[src/rtl/seven_seg_pkg.sv]
// rtl/seven_seg_pkg.sv - shared segment encodings for the seven-segment scanner
package seven_seg_pkg;

  // Segment pattern that turns every segment off
  localparam logic [6:0] SEG_BLANK = 7'h00;

  // Hex digit to {g,f,e,d,c,b,a}; index 15 is the leftmost element
  localparam logic [15:0][6:0] HEX_SEG_TABLE = {
    7'h71, 7'h79, 7'h5E, 7'h39, 7'h7C, 7'h77, 7'h6F, 7'h7F,
    7'h07, 7'h7D, 7'h6D, 7'h66, 7'h4F, 7'h5B, 7'h06, 7'h3F
  };

endpackage

[src/rtl/hex_to_seg.sv]
// rtl/hex_to_seg.sv - combinational hex nibble to seven-segment decoder
module hex_to_seg
  import seven_seg_pkg::*;
(
  input  logic [3:0] nibble,
  output logic [6:0] seg
);

  // Straight table lookup, no state
  always_comb begin
    seg = HEX_SEG_TABLE[nibble];
  end

endmodule

[src/rtl/seven_seg_scan.sv]
// rtl/seven_seg_scan.sv - multiplexed hex display scanner with frame snapshot, blanking and PWM
module seven_seg_scan
  import seven_seg_pkg::*;
#(
  parameter int Digits     = 4,
  parameter int DivBits    = 16,
  parameter int BrightBits = 3
) (
  input  logic                  clk,
  input  logic                  reset,
  input  logic [4*Digits-1:0]   data,
  input  logic [Digits-1:0]     dp,
  input  logic                  blank_lz,
  input  logic [BrightBits-1:0] bright,
  output logic [Digits-1:0]     an,
  output logic [6:0]            seg,
  output logic                  seg_dp,
  output logic                  frame_start
);

  localparam int IdxW = (Digits > 1) ? $clog2(Digits) : 1;
  localparam logic [IdxW-1:0] LastIdx = IdxW'(Digits - 1);
  localparam logic [DivBits-1:0] PMax = '1;

  logic [DivBits-1:0]    p_q, p_d;
  logic [IdxW-1:0]       idx_q, idx_d;
  logic [4*Digits-1:0]   data_sh_q, data_sh_d;
  logic [Digits-1:0]     dp_sh_q, dp_sh_d;
  logic                  blz_sh_q, blz_sh_d;
  logic [BrightBits-1:0] bright_sh_q, bright_sh_d;
  logic [Digits-1:0]     an_q, an_d;
  logic [6:0]            seg_q, seg_d;
  logic                  seg_dp_q, seg_dp_d;
  logic                  frame_start_q, frame_start_d;

  logic                  slot_end;
  logic                  frame_end;
  logic [Digits-1:0]     blank_mask;
  logic                  zero_above;
  logic [3:0]            cur_nib;
  logic                  cur_dp;
  logic                  cur_blank;
  logic                  lit;
  logic [6:0]            seg_raw;

  // Prescaler/digit counters and the once-per-frame input snapshot
  always_comb begin
    p_d           = p_q + DivBits'(1);
    slot_end      = (p_q == PMax);
    frame_end     = slot_end && (idx_q == LastIdx);
    idx_d         = idx_q;
    if (slot_end) begin
      idx_d = (idx_q == LastIdx) ? '0 : idx_q + IdxW'(1);
    end
    data_sh_d     = frame_end ? data     : data_sh_q;
    dp_sh_d       = frame_end ? dp       : dp_sh_q;
    blz_sh_d      = frame_end ? blank_lz : blz_sh_q;
    bright_sh_d   = frame_end ? bright   : bright_sh_q;
    frame_start_d = frame_end;
  end

  // Leading-zero mask from the top digit down, and per-digit selection on the current index
  always_comb begin
    blank_mask = '0;
    zero_above = 1'b1;
    for (int k = Digits - 1; k >= 0; k--) begin
      zero_above    = zero_above && (data_sh_q[4*k +: 4] == 4'h0);
      blank_mask[k] = (k != 0) && blz_sh_q && zero_above;
    end
    cur_nib   = 4'h0;
    cur_dp    = 1'b0;
    cur_blank = 1'b0;
    for (int k = 0; k < Digits; k++) begin
      if (idx_q == IdxW'(k)) begin
        cur_nib   = data_sh_q[4*k +: 4];
        cur_dp    = dp_sh_q[k];
        cur_blank = blank_mask[k];
      end
    end
  end

  hex_to_seg u_hex_to_seg (
    .nibble (cur_nib),
    .seg    (seg_raw)
  );

  // Next display outputs; the anode is gated by the PWM compare, segments hold for the slot
  always_comb begin
    lit      = (p_q[DivBits-1 -: BrightBits] <= bright_sh_q);
    an_d     = '0;
    if (!cur_blank && lit) begin
      an_d = Digits'(1) << idx_q;
    end
    seg_d    = cur_blank ? SEG_BLANK : seg_raw;
    seg_dp_d = !cur_blank && cur_dp;
  end

  // State register; reset parks the scan at end of frame so the first edge loads a snapshot
  always_ff @(posedge clk or negedge reset) begin
    if (!reset) begin
      p_q           <= PMax;
      idx_q         <= LastIdx;
      data_sh_q     <= '0;
      dp_sh_q       <= '0;
      blz_sh_q      <= 1'b0;
      bright_sh_q   <= '0;
      an_q          <= '0;
      seg_q         <= SEG_BLANK;
      seg_dp_q      <= 1'b0;
      frame_start_q <= 1'b0;
    end else begin
      p_q           <= p_d;
      idx_q         <= idx_d;
      data_sh_q     <= data_sh_d;
      dp_sh_q       <= dp_sh_d;
      blz_sh_q      <= blz_sh_d;
      bright_sh_q   <= bright_sh_d;
      an_q          <= an_d;
      seg_q         <= seg_d;
      seg_dp_q      <= seg_dp_d;
      frame_start_q <= frame_start_d;
    end
  end

  assign an          = an_q;
  assign seg         = seg_q;
  assign seg_dp      = seg_dp_q;
  assign frame_start = frame_start_q;

endmodule
[config.mk]
export PLATFORM = sky130hd
export DESIGN_NAME = seven_seg_scan
export DESIGN_NICKNAME = d
export VERILOG_FILES = /design/src/rtl/seven_seg_pkg.sv /design/src/rtl/hex_to_seg.sv /design/src/rtl/seven_seg_scan.sv
export SDC_FILE = /design/constraint.sdc
export NUM_CORES = 1
export LEC_CHECK = 0
export BUFFER_PORTS_ARGS = -buffer_cell sky130_fd_sc_hd__buf_2
export CAP_MARGIN = 30
export CORE_UTILIZATION = 25
export CTS_CLUSTER_SIZE = 12
export DETAILED_ROUTE_END_ITERATION = 8
export PLACE_DENSITY = 0.4
export SETUP_SLACK_MARGIN = 0.4
export SLEW_MARGIN = 20
export SYNTH_ARGS = -nofsm -noshare
export SYNTH_HDL_FRONTEND = slang
export SYNTH_SLANG_ARGS = --single-unit
[constraint.sdc]
create_clock -name clk -period 3.65 [get_ports clk]
set_clock_uncertainty 0.1 [all_clocks]
set_input_delay 0.73 -clock clk [delete_from_list [all_inputs] [get_ports clk]]
set_output_delay 0.73 -clock clk [all_outputs]
set_load 0.01 [all_outputs]
Word-level counts from Yosys, hierarchy flattened --
Memories as Yosys holds them, arrays and structs flattened. Index checks and enable logic that the tools add are counted.
Operators by class: $add $sub $neg 2, $mul 0, div/mod/pow operators 0, order comparisons 2, equal/unequal tests 4, shift-type cells 1, multiplexer cells 15, bitwise gates (word level) 0, reduce and logical (&&, ||, !) cells 13
Operators with widths (count):
- 4-bit 2-to-1 mux | 5
- 16-bit by 1-bit adder with 16-bit output, second input constant | 1
- 16-bit == test, second input constant | 1
- 7-bit 2-to-1 mux | 2
- 4-bit zero test | 3
- 1-bit logical AND | 8
- 1-bit 2-to-1 mux | 7
- 4-bit by 5-bit less-than comparator with 1-bit output, second input constant | 1
- 2-bit == test, second input constant | 2
- 1-bit by 2-bit left shift with 4-bit output, first input constant | 1
- 3-bit <= comparator | 1
- 2-bit by 1-bit adder with 2-bit output, second input constant | 1
- 2-bit by 1-bit == test with 1-bit output, second input constant | 1
- 2-bit zero test | 1
- 2-bit 2-to-1 mux | 1
- 1-bit zero test | 1
Storage, ports and cells: register bits 55, bits in latches 0, RAM bits 0, memory bits (read-only) 112, bits of input ports 26, output and inout bits 13, logic and storage cells 48, memories 1
Memories:
- (name not given) | words 16, bits a word 7, read ports 1, clocked after Yosys merged registers in 0, write ports 0, line hex_to_seg.sv:11 | seg = HEX_SEG_TABLE[nibble];

Depth between registers and ports, before layout --
Gate-level depths: netlist of the first run.
word-level depth 10, gate-level depth with buffers 10, depth with buffers taken out 9

Hierarchy --
From an unflattened synthesis of the first run, not the netlist that was laid out.
Second synthesis, totals: cells, all modules 225, area total of the unflattened synthesis 2806.4 sq um
Modules (own cells, without submodules):
- seven_seg_scan | times used 1, cells each 192, area each 2523.7 sq um, seq. area each 1398.8 sq um
- hex_to_seg | times used 1, cells each 33, area each 282.8 sq um, seq. area each 0.0 sq um

Worst setup path after synthesis of the first run --
No wires, ideal clock.
path type register -> register, start point register idx_q[0], end point register seg_q[5] (netlist: seg[5]), arrival time 2.427 ns, data required time 3.404 ns, slack 0.976 ns, cell stages (with the launch flop) 11, path buffers 2, clock period less this slack 2.674 ns, cell sequence dfstp_2 -> ha_1 -> buf_2 -> clkbuf_1 -> a211oi_1 -> a221oi_1 -> inv_1 -> ha_1 -> or2_2 -> a21oi_1 -> a311oi_1
Between the ends: word-level cells in the longest chain between the ends 8
RTL lines:
- start: declaration | line seven_seg_scan.sv:26 | logic [IdxW-1:0] idx_q, idx_d;
- start signal: assignment | line seven_seg_scan.sv:102 | idx_q <= LastIdx;
- start signal: assignment | line seven_seg_scan.sv:113 | idx_q <= idx_d;
- 2-bit zero test | line seven_seg_scan.sv:74 | if (idx_q == IdxW'(k)) begin
- 4-bit 2-to-1 mux (4 in series) | line seven_seg_scan.sv:74
- memory 16 x 7 bit
- 7-bit 2-to-1 mux (implied by the code) | line hex_to_seg.sv:11
- 7-bit 2-to-1 mux * | line seven_seg_scan.sv:94 | seg_d = cur_blank ? SEG_BLANK : seg_raw;
- named net seg_d[5] | line seven_seg_scan.sv:32 | logic [6:0] seg_q, seg_d;
- end signal: assignment | line seven_seg_scan.sv:119 | seg_q <= seg_d;
- end: declaration | line seven_seg_scan.sv:32
The timed path passes the listed nets; every way through them passes the cells marked *. The select of a mux whose other input is x is not followed. A chain may end at the register's enable or synchronous reset.

Worst setup path in the final report of the first run --
start point register idx_q[1], end point register seg_q[5] (netlist: seg[5])
The elaborated chain is that of the path after synthesis.

==> impl_metrics.tcl, run 1 <==
set metrics [dict create \
    status "finished, final reports clean" \
    rows 37 \
    postRouteAntennaNets 0 \
    ys.flop_type "dfrtp_1" \
    io_buffers 38 \
    synth-edff-count 0 \
    nNetsFinal 306 \
    synth_top_area_frac 0.335 \
    n_antenna_cell 0 \
    finalSetupViolCount 0 \
    antenna_found_initial 0 \
    syn_area_mm2 0.00276 \
    fmax_ghz 0.351 \
    path_clk_slew_ns 0.11 \
    synth_warnings 0 \
    fin_crit_ns 2.85 \
    finalSetupTns_ns 0 \
    critPathMaxFanout 18 \
    synth.area.top_cells "dfrtp_1 (34%), dfstp_2 (17%), mux2_4 (11%)" \
    avgViaCountPerCell 4.22 \
    ys_ff_latch 55 \
    worst-path-buf-inv 1 \
    cts_resized 0 \
    chipWidth_um 107 \
    postCtsSetupBuffers 0 \
    synth_cells 226 \
    crit_path_frequent_cell "ha_1" \
    cts_tree "yes" \
    worstMarginPinSlew_ns 0.586 \
    pin_count 39 \
    initial_utilization 0.263 \
    grt_max_degree 31 \
    firstDrtPassIters 4 \
    crit_family "compound AO/OA/AOI/OAI gates" \
    root_buffer "clkbuf_8" \
    grt_pass1_wl_um 9030 \
    drc 0 \
    slew_headroom 0.609 \
    grt-ovfl-total 0 \
    hold_slack_ns 0.237 \
    dr.first_iter.drc_count 70 \
    holdCritPathClass "input port to async pin" \
    grt_pass1_vias 1748 \
    areaGrowthSynthToFinish_pct 16.0 \
    cts_buffers 5 \
    rsz0062_at_grt "no" \
    ys_seq_area_frac 0.507 \
    layoutNonFillerInstCount 403 \
    cp-start-kind "flip-flop" \
    max-cap-violations 0 \
    die_y_um 107 \
    cts_sinks 55 \
    fin_ws_ns 0.799 \
    cpPeakStageDelay_ns 0.57 \
    hold_buffers 0 \
    min_period_over_period 0.781 \
    p_leak_nw 1.43 \
    crit_type "flip-flop to flip-flop" \
    finalHoldViolations 0 \
    crit_slowest_cell "dfstp_2" \
    globalRouteTotalUtil 0.101 \
    avgRoutedWirePerCell_um 13.4 \
    ir_worst_vdd_uv 153 \
    yosysUniqueCellTypes 40 \
    synthesis.nets 266 \
    core_region_area_mm2 0.0105 \
    cts_max_level 2 \
    final.fill_count 1083 \
    crit_chain "ha_1 -> a211oi_1 -> a221oi_1 -> inv_1 -> ha_1 -> or2_2 -> a21oi_1 -> a311oi_1" \
    dpl.hpwl_um 3950 \
    crit_required_ns 3.74 \
    drive_gt1_frac 0.371 \
    syn_area_per_cell_um2 12.2 \
    yosys.area.top_type "dfrtp_1" \
    place_congestion 0.695 \
    cts_buffer_depth 2 \
    cp.arrival_ns 2.95 \
    insertion_delay_ns 0.31 \
    placedCellCount 395 \
    place_ws_ns 0.785 \
    async_flop_share 1.00 \
    crit_path_end_kind "flip-flop" \
    dieArea_mm2 0.0115 \
    powerDensity_mw_per_mm2 339 \
    slew_violations 0 \
    finalWirelength_um 5400 \
    vias 1700 \
]
==> cell type report <==
type,count,area [um2],share of cell area
multi-input combinational,150,1260,0.393
clock buffer,6,72.6,0.0227
timing repair buffer,44,248,0.0774
inverter,10,37.5,0.0117
clock inverter,2,16.3,0.00508
tap,136,170,0.0532
sequential,55,1400,0.437
==> flip-flops by register name (all words and copies together) (netlist names), 2 cells and up <==
signal,cells
an,4
dp_sh_q,4
bright_sh_q,3
seg,7
p_q,16
idx_q,2
data_sh_q,16
==> where the power goes <==
part           switching [W]  internal [W]  leakage (nW)
Sequential         0.0000133      0.000631         0.618
Combinational      0.0000455     0.0000514         0.770
Clock               0.000205      0.000138        0.0418
==> synth_stat cells (all sizes together), types with 4 or more instances <==
cell type and instances:
dfrtp 37, mux2 28, dfstp 18, ha 14
xnor2 13, nand2 12, nand3 11, nor2 11
inv 10, buf 8, and2 6, nor2b 5
a211oi 4, a21oi 4, nand2b 4, nand3b 4
nor3b 4
==> cells by family (layout without fill, tap and decap cells) <==
logic type               Yosys count  after routing  share of synthesized area
buffers and inverters             21             62                     0.0376
multiplexers                      29             29                      0.145
AND/OR/NAND/NOR                   73             73                      0.150
XOR/XNOR                          14             14                     0.0444
adder cells (fa/ha/maj)           14             14                     0.0635
flip-flops                        55             55                      0.507
AO/OA/AOI/OAI                     20             20                     0.0526
==> worst paths after layout <==
path | from | slack [ns] | cells after the start | endpoint
hold / removal | reset | 0.24 | 1 | dp_sh_q[3]
max in group asynchronous | reset | 2.68 | 2 | idx_q[0]
hold reg to reg | p_q[0] | 0.36 | 1 | p_q[0]
setup / recovery | idx_q[1] | 0.80 | 8 | seg[5]
min in group clk | p_q[0] | 0.36 | 1 | p_q[0]
setup reg to reg | idx_q[1] | 0.80 | 8 | seg[5]
==> stage by stage <==
stage | util | area (um2) | power [W]
floorplan | - | 2760 | 0.000703
global placement | 0.294 | 3090 | 0.000754
detailed placement | 0.296 | 3110 | 0.000755
CTS | 0.305 | 3200 | 0.00111
global route | 0.305 | 3200 | 0.00114
finish | 0.305 | 3200 | 0.00108
==> layer usage <==
| metal | routed length [um] | track usage | vias to the layer above | part of all wire |
|---|---|---|---|---|
| li1 | - | - | 871 | - |
| met1 | 2840 | 0.147 | 796 | 0.53 |
| met2 | 2320 | 0.150 | 31 | 0.43 |
| met3 | 184 | 0.0188 | 2 | 0.034 |
| met4 | 47 | 0.0323 | 0 | 0.0087 |
| met5 | 0 | 0 | - | 0 |
==> cell usage in the layout, fill, tap and decap left out, types with 8 or more instances in the layout <==
cell type,n
xnor2_1,13
inv_1,10
mux2_4,20
nand3_1,10
nor2_1,11
ha_1,14
dfrtp_1,37
buf_2,38
nand2_1,12
dfstp_2,18
mux2_2,8
No activity file was read; power rests on OpenSTA's default activity.
==> run 2: changes to the inputs <==
clock period = 2.7 ns   (was 3.65 ns; I/O delays follow)
==> run 2 against run 1 <==
Effect of this change:
- wire length rose by 7.4%
- combinational power is 60% higher
- sequential cell count did not move
- clock-buffer cell count increased by 1
- via count increased by 4.3%
- first-iteration DRC count shrank 27%
- design area up 8.5%
- largest cell class unchanged
- largest power group unchanged
==> impl_metrics.tcl, run 2 (same netlist as run 1, synthesis figures left out) <==
set metrics [dict create \
    antenna_found_initial 0 \
    vias 1773 \
    grt_pass1_wl_um 9320 \
    final_cell_mix "buf_2 (38), dfrtp_1 (37), mux2_4 (20)" \
    grt-ovfl-total 0 \
    critPathMaxFanout 10 \
    finalHoldViolations 0 \
    dpl.hpwl_um 4080 \
    final_common_cell "buf_2" \
    drive_gt1_frac 0.479 \
    crit_required_ns 2.79 \
    cts_max_level 2 \
    fin_ws_ns 0.414 \
    status "finished, final reports clean" \
    rows 37 \
    avgRoutedWirePerCell_um 13.9 \
    globalRouteTotalUtil 0.106 \
    cts_tree "yes" \
    layoutNonFillerInstCount 418 \
    p_leak_nw 1.52 \
    hold_buffers 0 \
    rsz0062_at_grt "yes" \
    firstDrtPassIters 4 \
    max-cap-violations 0 \
    die_y_um 107 \
    place_congestion 0.741 \
    areaGrowthSynthToFinish_pct 25.8 \
    worst-path-buf-inv 1 \
    pin_count 39 \
    cts_sinks 55 \
    insertion_delay_ns 0.30 \
    p_total_w 0.00147 \
    core_region_area_mm2 0.0105 \
    initial_utilization 0.263 \
    grt_pass1_vias 1774 \
    fin_crit_ns 2.29 \
    crit_slowest_cell "dfstp_2" \
    dr.first_iter.drc_count 51 \
    crit_type "flip-flop to flip-flop" \
    min_period_over_period 0.847 \
    holdCritPathClass "input port to async pin" \
    postRouteAntennaNets 0 \
    crit_chain "inv_2 -> ha_4 -> nand3b_1 -> a221o_2 -> ha_2 -> or2_4 -> a21oi_2 -> a311oi_1" \
    nNetsFinal 321 \
    place_ws_ns 0.232 \
    placedCellCount 396 \
    path_clk_slew_ns 0.09 \
    slew_headroom 0.797 \
    chipWidth_um 107 \
    grt_max_degree 31 \
    crit_family "compound AO/OA/AOI/OAI gates" \
    cts_buffer_depth 2 \
    dieArea_mm2 0.0115 \
    powerDensity_mw_per_mm2 423 \
    finalSetupViolCount 0 \
    cp-start-kind "flip-flop" \
    hold_slack_ns 0.157 \
    drc 0 \
    crit_path_end_kind "flip-flop" \
    finalWirelength_um 5800 \
    ir_worst_vdd_uv 198 \
    io_buffers 38 \
    root_buffer "clkbuf_8" \
    cts_buffers 5 \
    cp.arrival_ns 2.37 \
    cpPeakStageDelay_ns 0.60 \
    worstMarginPinSlew_ns 0.304 \
    n_antenna_cell 0 \
    slew_violations 0 \
    fmax_ghz 0.437 \
    finalSetupTns_ns 0 \
    avgViaCountPerCell 4.24 \
]
## run 2: power by group
group	switching [W]	internal (W)	leakage, nW	total [W]
registers	0.0000184	0.000853	0.618	0.000872
clock network	0.000261	0.000183	0.0422	0.000444
logic	0.0000692	0.0000854	0.859	0.000155
total	0.000349	0.00112	1.52	0.00147
## run 2: final timing paths
kind	startpoint	endpoint	slack [ns]	depth (start not counted)
setup / recovery	idx_q[1]	seg[5]	0.41	8
hold / removal	reset	p_q[0]	0.16	1
setup reg to reg	idx_q[1]	seg[5]	0.41	8
hold reg to reg	p_q[0]	p_q[0]	0.35	1
max in group asynchronous	reset	data_sh_q[13]	2.06	2
min in group clk	p_q[0]	p_q[0]	0.35	1
## run 2: per-layer routing
metal  track usage  up-vias  share of wire
met5             0        -              0
met4        0.0323        0          0.010
met3        0.0213        4          0.032
met2         0.161       34           0.43
met1         0.152      836           0.53
li1              -      899              -
## run 2: layout make-up
class | count | area, um2
Clock buffer | 7 | 76.3
Clock inverter | 1 | 5.00
Fill cell | 1060 | 7040
Inverter | 10 | 40.0
Multi-Input combinational cell | 151 | 1390
Sequential cell | 55 | 1400
Tap cell | 136 | 170
Timing Repair Buffer | 58 | 394
## run 2: timing repair
action	in CTS	in global routing
resized for setup	10	10
hold endpoints to repair	0	0
gates cloned	1	0
pin swaps	2	7
buffers inserted	4	9
setup endpoints to repair	31	33
## run 2: per-stage QoR
stage / utilization / area (um2)
3_3_place_gp: 0.301 / 3170
5_1_grt: 0.330 / 3470
4_1_cts: 0.317 / 3340
6_report: 0.330 / 3470
2_1_floorplan: - / 2830
3_5_place_dp: 0.301 / 3170
